[config.mk]
export PLATFORM = sky130hd
export DESIGN_NAME = regfile_mp
export DESIGN_NICKNAME = d
export VERILOG_FILES = /design/src/rtl/regfile_mp_pkg.sv /design/src/rtl/regfile_mp_rdport.sv /design/src/rtl/regfile_mp.sv
export SDC_FILE = /design/constraint.sdc
export NUM_CORES = 2
export LEC_CHECK = 0
export BUFFER_PORTS_ARGS = -buffer_cell sky130_fd_sc_hd__buf_2
export CORE_MARGIN = 4
export CORE_UTILIZATION = 45
export CTS_CLUSTER_DIAMETER = 80
export DETAILED_ROUTE_END_ITERATION = 12
export HOLD_SLACK_MARGIN = 0.15
export SLEW_MARGIN = 10
export SYNTH_ARGS = -nofsm -noshare
export SYNTH_HDL_FRONTEND = slang
export SYNTH_SLANG_ARGS = --single-unit
[constraint.sdc]
create_clock -name clk -period 5.35 [get_ports clk]
set_input_delay 0.535 -clock clk [delete_from_list [all_inputs] [get_ports clk]]
set_output_delay 0.535 -clock clk [all_outputs]
set_load 0.01 [all_outputs]
[src/rtl/regfile_mp_pkg.sv]
// Shared defaults and index helpers for the multi-port register file.
// The PC sits at the top architectural index; the helpers locate it and the packed port slices.
package regfile_mp_pkg;

    localparam int DW_DEF   = 32;
    localparam int NREG_DEF = 16;
    localparam int AW_DEF   = 4;
    localparam int NRD_DEF  = 3;

    function automatic int pc_index(input int nreg);
        return nreg - 1;
    endfunction

    function automatic int slice_lo(input int port, input int width);
        return port * width;
    endfunction

endpackage

[src/rtl/regfile_mp_rdport.sv]
// One combinational read port: PC override, W1/W0 write-through bypass and hazard flag.
module regfile_mp_rdport
    import regfile_mp_pkg::*;
#(
    parameter int DW   = DW_DEF,
    parameter int AW   = AW_DEF,
    parameter int NREG = NREG_DEF
) (
    input  logic [AW-1:0] ra,
    input  logic [DW-1:0] pc_plus8,
    input  logic          we0,
    input  logic [AW-1:0] wa0,
    input  logic [DW-1:0] wd0,
    input  logic          we1,
    input  logic [AW-1:0] wa1,
    input  logic [DW-1:0] wd1,
    input  logic [DW-1:0] stored,
    input  logic          busy_bit,
    output logic [DW-1:0] rd,
    output logic          rd_busy
);

    localparam logic [AW:0] NREG_X = (AW+1)'(NREG);
    localparam logic [AW:0] PC_X   = (AW+1)'(pc_index(NREG));

    logic in_range;
    logic is_pc;
    logic hit1;
    logic hit0;

    assign in_range = {1'b0, ra} < NREG_X;
    assign is_pc    = {1'b0, ra} == PC_X;
    assign hit1     = we1 && (wa1 == ra);
    assign hit0     = we0 && (wa0 == ra);

    // W1 is checked before W0 so the bypass agrees with the collision rule on the stored value.
    always_comb begin
        rd      = '0;
        rd_busy = 1'b0;
        if (is_pc) begin
            rd = pc_plus8;
        end else if (in_range) begin
            if (hit1) begin
                rd = wd1;
            end else if (hit0) begin
                rd = wd0;
            end else begin
                rd = stored;
            end
            rd_busy = busy_bit && !hit1;
        end
    end

endmodule

[src/rtl/regfile_mp.sv]
// Multi-port register file: NRD bypassed read ports, ALU (W0) and load (W1) write ports,
// per-register load scoreboard, and a PC slot that reads pc_plus8 and rejects writes.
module regfile_mp
    import regfile_mp_pkg::*;
#(
    parameter int DW   = DW_DEF,
    parameter int NREG = NREG_DEF,
    parameter int AW   = AW_DEF,
    parameter int NRD  = NRD_DEF
) (
    input  logic              clk,
    input  logic              rst_n,
    input  logic [NRD*AW-1:0] ra,
    output logic [NRD*DW-1:0] rd,
    output logic [NRD-1:0]    rd_busy,
    input  logic [DW-1:0]     pc_plus8,
    input  logic              we0,
    input  logic [AW-1:0]     wa0,
    input  logic [DW-1:0]     wd0,
    input  logic              we1,
    input  logic [AW-1:0]     wa1,
    input  logic [DW-1:0]     wd1,
    input  logic              lock_en,
    input  logic [AW-1:0]     lock_addr,
    output logic [NREG-1:0]   busy,
    output logic              pc_wr_err
);

    localparam int          PC   = pc_index(NREG);
    localparam logic [AW:0] PC_X = (AW+1)'(PC);

    // True for general-purpose registers only; excludes the PC and unpopulated addresses.
    function automatic logic is_gpr(input logic [AW-1:0] a);
        return {1'b0, a} < PC_X;
    endfunction

    logic [DW-1:0]   regs_q [PC];
    logic [DW-1:0]   regs_d [PC];
    logic [NREG-1:0] busy_q;
    logic [NREG-1:0] busy_d;
    logic            pc_wr_err_q;
    logic            pc_wr_err_d;

    always_comb begin
        regs_d = regs_q;
        if (we0 && is_gpr(wa0)) begin
            regs_d[wa0] = wd0;
        end
        if (we1 && is_gpr(wa1)) begin
            regs_d[wa1] = wd1;
        end
    end

    // Lock is applied after the W1 clear so a back-to-back load to the same register stays busy.
    always_comb begin
        busy_d = busy_q;
        if (we1 && is_gpr(wa1)) begin
            busy_d[wa1] = 1'b0;
        end
        if (lock_en && is_gpr(lock_addr)) begin
            busy_d[lock_addr] = 1'b1;
        end
        busy_d[PC] = 1'b0;
    end

    always_comb begin
        pc_wr_err_d = (we0 && ({1'b0, wa0} == PC_X)) || (we1 && ({1'b0, wa1} == PC_X));
    end

    always_ff @(posedge clk or negedge rst_n) begin
        if (!rst_n) begin
            regs_q      <= '{default: '0};
            busy_q      <= '0;
            pc_wr_err_q <= 1'b0;
        end else begin
            regs_q      <= regs_d;
            busy_q      <= busy_d;
            pc_wr_err_q <= pc_wr_err_d;
        end
    end

    assign busy      = busy_q;
    assign pc_wr_err = pc_wr_err_q;

    for (genvar k = 0; k < NRD; k++) begin : g_rd
        logic [AW-1:0] ra_k;
        logic [DW-1:0] stored_k;
        logic          busy_k;

        assign ra_k = ra[slice_lo(k, AW) +: AW];

        always_comb begin
            stored_k = '0;
            busy_k   = 1'b0;
            if (is_gpr(ra_k)) begin
                stored_k = regs_q[ra_k];
                busy_k   = busy_q[ra_k];
            end
        end

        regfile_mp_rdport #(
            .DW   (DW),
            .AW   (AW),
            .NREG (NREG)
        ) u_rdport (
            .ra       (ra_k),
            .pc_plus8 (pc_plus8),
            .we0      (we0),
            .wa0      (wa0),
            .wd0      (wd0),
            .we1      (we1),
            .wa1      (wa1),
            .wd1      (wd1),
            .stored   (stored_k),
            .busy_bit (busy_k),
            .rd       (rd[slice_lo(k, DW) +: DW]),
            .rd_busy  (rd_busy[k])
        );
    end

endmodule

==> impl_summary.txt <==
----------------------------------------------------
[Outcome]
  Status ... complete, no violations

[Global route]
  First-pass GRT wire length ... 222 mm
  All-Layer GR Usage ... 33.5%
  Total gr overflow ... 0
  Vias in the first global route ... 31,200
  Number of antenna violations at the first check in global routing ... 5
  Pin count of the biggest net entering global routing ... 112

[Layout]
  Filler-free cell count of the finished design ... 4,836
  Final Net Count ... 3,845
  Share of cells above drive strength 1 ... 21.1%
  Area added between synthesis and finish ... 9.30%

[Placed design]
  Number of cells after detailed placement ... 4,728
  Port Buffer Count ... 239
  Final HPWL from detailed placement ... 88.5 mm
  RePlAce Congestion ... 0.859

[Worst setup path]
  Critical path capture point type ... primary output
  Maximum fanout encountered on the critical timing path ... 111
  Worst EP arrival ... 3.95 ns
  Flop2flop setup slack ... 4.50 ns
  Data required time at the worst endpoint ... 4.82 ns
  Crit-path max cell delay ... 1.05 ns
  Setup Crit Path Kind ... input port to primary output
  Cell-by-cell listing of the critical path ... buf_8, xor2_1, nor3_1, nand3_1, nand3_2, o221ai_1, buf_2
  Cell at the slowest stage of the critical path ... sky130_fd_sc_hd__nand3_2
  CP Launch Type ... input port

[Hold path]
  Worst min path class ... input port to register

[Floorplanning]
  Initial Util ... 45.6%
  Area of the die ... 0.0883 sq mm
  Top-level I/O count ... 241
  Die extent in x ... 297 um
  Placement Rows ... 105
  Die Y ... 297 um
  Area inside the core boundary ... 0.0825 sq mm

[Route]
  Drt initial violations ... 4,588
  Residual antenna-violating net count after detailed routing ... 0
  Total DRC errors in the routed layout ... 0
  Wire length after detailed routing ... 152 mm
  Average wire per standard cell ... 31.5 um
  Via count ... 32,600
  Via-to-Cell Ratio ... 6.73
  Pre-Repair DR Iteration Count ... 6

[Synth]
  Area of the mapped netlist ... 0.0376 sq mm
  Synthesized instance count ... 3,821
  Net Count, Synth ... 3,946
  Count of flip-flops with a built-in enable after synthesis ... 0
  Commonest register cell after synthesis ... sky130_fd_sc_hd__dfrtp_1
  Distinct cell type count after synthesis ... 48
  Post-synth ARST share ... 100%
  Number of warnings printed during yosys synthesis ... 0
  FF+latch count, synth ... 496
  Seq/Total Area, Yosys ... 33.0%
  Syn Area/Cell ... 9.85 sq um

[Power and ir drop]
  P_leak ... 16.4 nW
  Max rail drop VDD ... 0.272 mV
  Power per standard cell area ... 357 mW/mm^2

[STA]
  Share of the clock period used by the worst path after layout ... 83.8%
  Achievable Freq ... 0.223 GHz
  Final setup viols ... 0
  Final critical path time including I/O delays and setup ... 4.48 ns
  Worst Tran Pin Value ... 1.16 ns
  Max_slew headroom ... 22.6%
  Setup repair after global routing missed its margin ... false
  Final Hold Viols ... 0
  Final count of pins violating max slew ... 0
  Clock tree skew after final layout ... 0 ns
  Final sum of negative setup slack ... 0 ns

[CTS]
  Number of resized instances in the post-cts repair step ... 0
  TritonCTS clock tree ... built
  Deepest clock path buffer count ... 3
  Master cell of the clock root buffer ... sky130_fd_sc_hd__clkbuf_16
  CTS buffer count ... 59
  H-tree depth reported by CTS ... 2
  Number of clock sinks ... 496
  Clock transition at the registers of the reported paths ... 0.06 ns
  Insertion delay to the later sink of the worst-skew pair ... 0.62 ns

[Run]
  Max cap viols ... 0

----------------------------------------------------
-- critical path: cells and delay by family --
kind,cells,cell delay (ns)
buffers and inverters,2,0.83
AND/OR/NAND/NOR,3,1.69
XOR/XNOR,1,0.20
AO/OA/AOI/OAI,1,0.55
-- cells in the final DEF (no fill, tap or decap), types with 6 or more instances in the layout --
cell and n:
sky130_fd_sc_hd__a2111oi_0 10, sky130_fd_sc_hd__a211oi_1 10, sky130_fd_sc_hd__a21oi_1 452, sky130_fd_sc_hd__a221o_1 32
sky130_fd_sc_hd__a31oi_1 22, sky130_fd_sc_hd__and2_1 22, sky130_fd_sc_hd__buf_12 13, sky130_fd_sc_hd__buf_2 228
sky130_fd_sc_hd__buf_4 59, sky130_fd_sc_hd__bufinv_16 6, sky130_fd_sc_hd__clkbuf_1 11, sky130_fd_sc_hd__clkbuf_16 59
sky130_fd_sc_hd__clkbuf_8 20, sky130_fd_sc_hd__clkinv_1 21, sky130_fd_sc_hd__clkinv_2 8, sky130_fd_sc_hd__dfrtp_1 496
sky130_fd_sc_hd__inv_1 30, sky130_fd_sc_hd__mux2_2 6, sky130_fd_sc_hd__mux2i_1 467, sky130_fd_sc_hd__mux4_1 31
sky130_fd_sc_hd__mux4_2 345, sky130_fd_sc_hd__nand2_1 350, sky130_fd_sc_hd__nand2_4 7, sky130_fd_sc_hd__nand2b_1 15
sky130_fd_sc_hd__nand3b_1 7, sky130_fd_sc_hd__nor2_1 497, sky130_fd_sc_hd__nor2_4 9, sky130_fd_sc_hd__nor2b_1 22
sky130_fd_sc_hd__nor3_1 23, sky130_fd_sc_hd__o21ai_0 121, sky130_fd_sc_hd__o21ai_1 180, sky130_fd_sc_hd__o221a_1 32
sky130_fd_sc_hd__o221ai_1 22, sky130_fd_sc_hd__o22ai_1 12, sky130_fd_sc_hd__o2bb2ai_1 22, sky130_fd_sc_hd__o41ai_1 10
sky130_fd_sc_hd__xnor2_1 6, sky130_fd_sc_hd__xor2_1 18
-- power breakdown --
part	internal (mW)	switching, mW	total, mW
registers	4.69	1.01	5.70
logic	2.52	2.22	4.74
clock network	2.52	1.72	4.24
total	9.73	4.95	14.7
-- cells by family after synthesis --
kind of cell	count (synthesis)	synth area share [%]
buf+inv	521	5.93
other cells	1	0.00997
simple gates	997	10.8
compound gates	929	14.2
mux	853	35.5
flops	496	33.0
xor+xnor	24	0.559
-- final cells by class --
cell class,count,area (sq um)
Fill cell,7566,41400
Multi-Input combinational cell,2804,23200
Sequential cell,496,12400
Timing Repair Buffer,308,1950
Clock buffer,86,1740
Tap cell,1070,1340
Clock inverter,19,260
Inverter,51,191
Antenna cell,2,5.00
-- cell usage after synthesis (all sizes together) (11+ instances only) --
cell,n,area (sq um)
a21oi,452,2260
o221ai,22,193
xor2,18,158
nor2,506,1900
nand2,357,1340
clkinv,21,78.8
a31oi,22,138
inv,30,113
mux2i,467,4670
nand3,11,55.1
o21ai,301,1510
nor3,23,115
and2,27,169
a221o,32,320
o2bb2ai,22,193
o22ai,12,75.1
nor2b,24,150
mux4,376,8580
nand2b,15,93.8
buf,175,931
clkbuf,295,1110
dfrtp,496,12400
o221a,32,360
-- metal layers --
layer / share of wire, % / vias up / global-route usage, %
met5: 0.075 / - / 0.541
met3: 12 / 369 / 11.2
met4: 4.2 / 8 / 12.7
met2: 44 / 2126 / 50.0
li1: - / 13800 / -
met1: 40 / 16200 / 45.7
-- flip-flops by register name (all words and copies together), names as in the netlist --
signal	count
regs_q	480
pc_wr_err	1
busy	15
-- path summary, 6_finish.rpt --
kind / from / to / cells after the start
max in group asynchronous: rst_n / regs_q[326] / 3
worst min register to register: busy[6] / busy[6] / 2
worst max-delay path: ra[1] / rd[18] / 7
min in group asynchronous: rst_n / regs_q[411] / 2
worst max register to register: regs_q[45] / regs_q[45] / 2
worst min-delay path: lock_addr[0] / busy[8] / 2
-- metrics by stage --
step	util [%]	total power, mW	hold WS (ns)	setup WS, ns	cell area, sq um
3_3_place_gp	47.4	10.3	0.552	1.05	39100
5_1_grt	49.8	15.3	0.197	0.769	41100
2_1_floorplan	-	8.82	0.239	2.41	37600
3_5_place_dp	47.4	10.4	0.569	0.986	39100
4_1_cts	49.8	14.6	0.188	0.979	41100
6_report	49.8	14.7	0.211	0.869	41100
-- timing repair --
action,4_1_cts,5_1_grt
hold buffers,1,0
hold endpoints to repair,93,0
buffers inserted,0,0
Note: power is estimated with default switching activity, not from simulation.
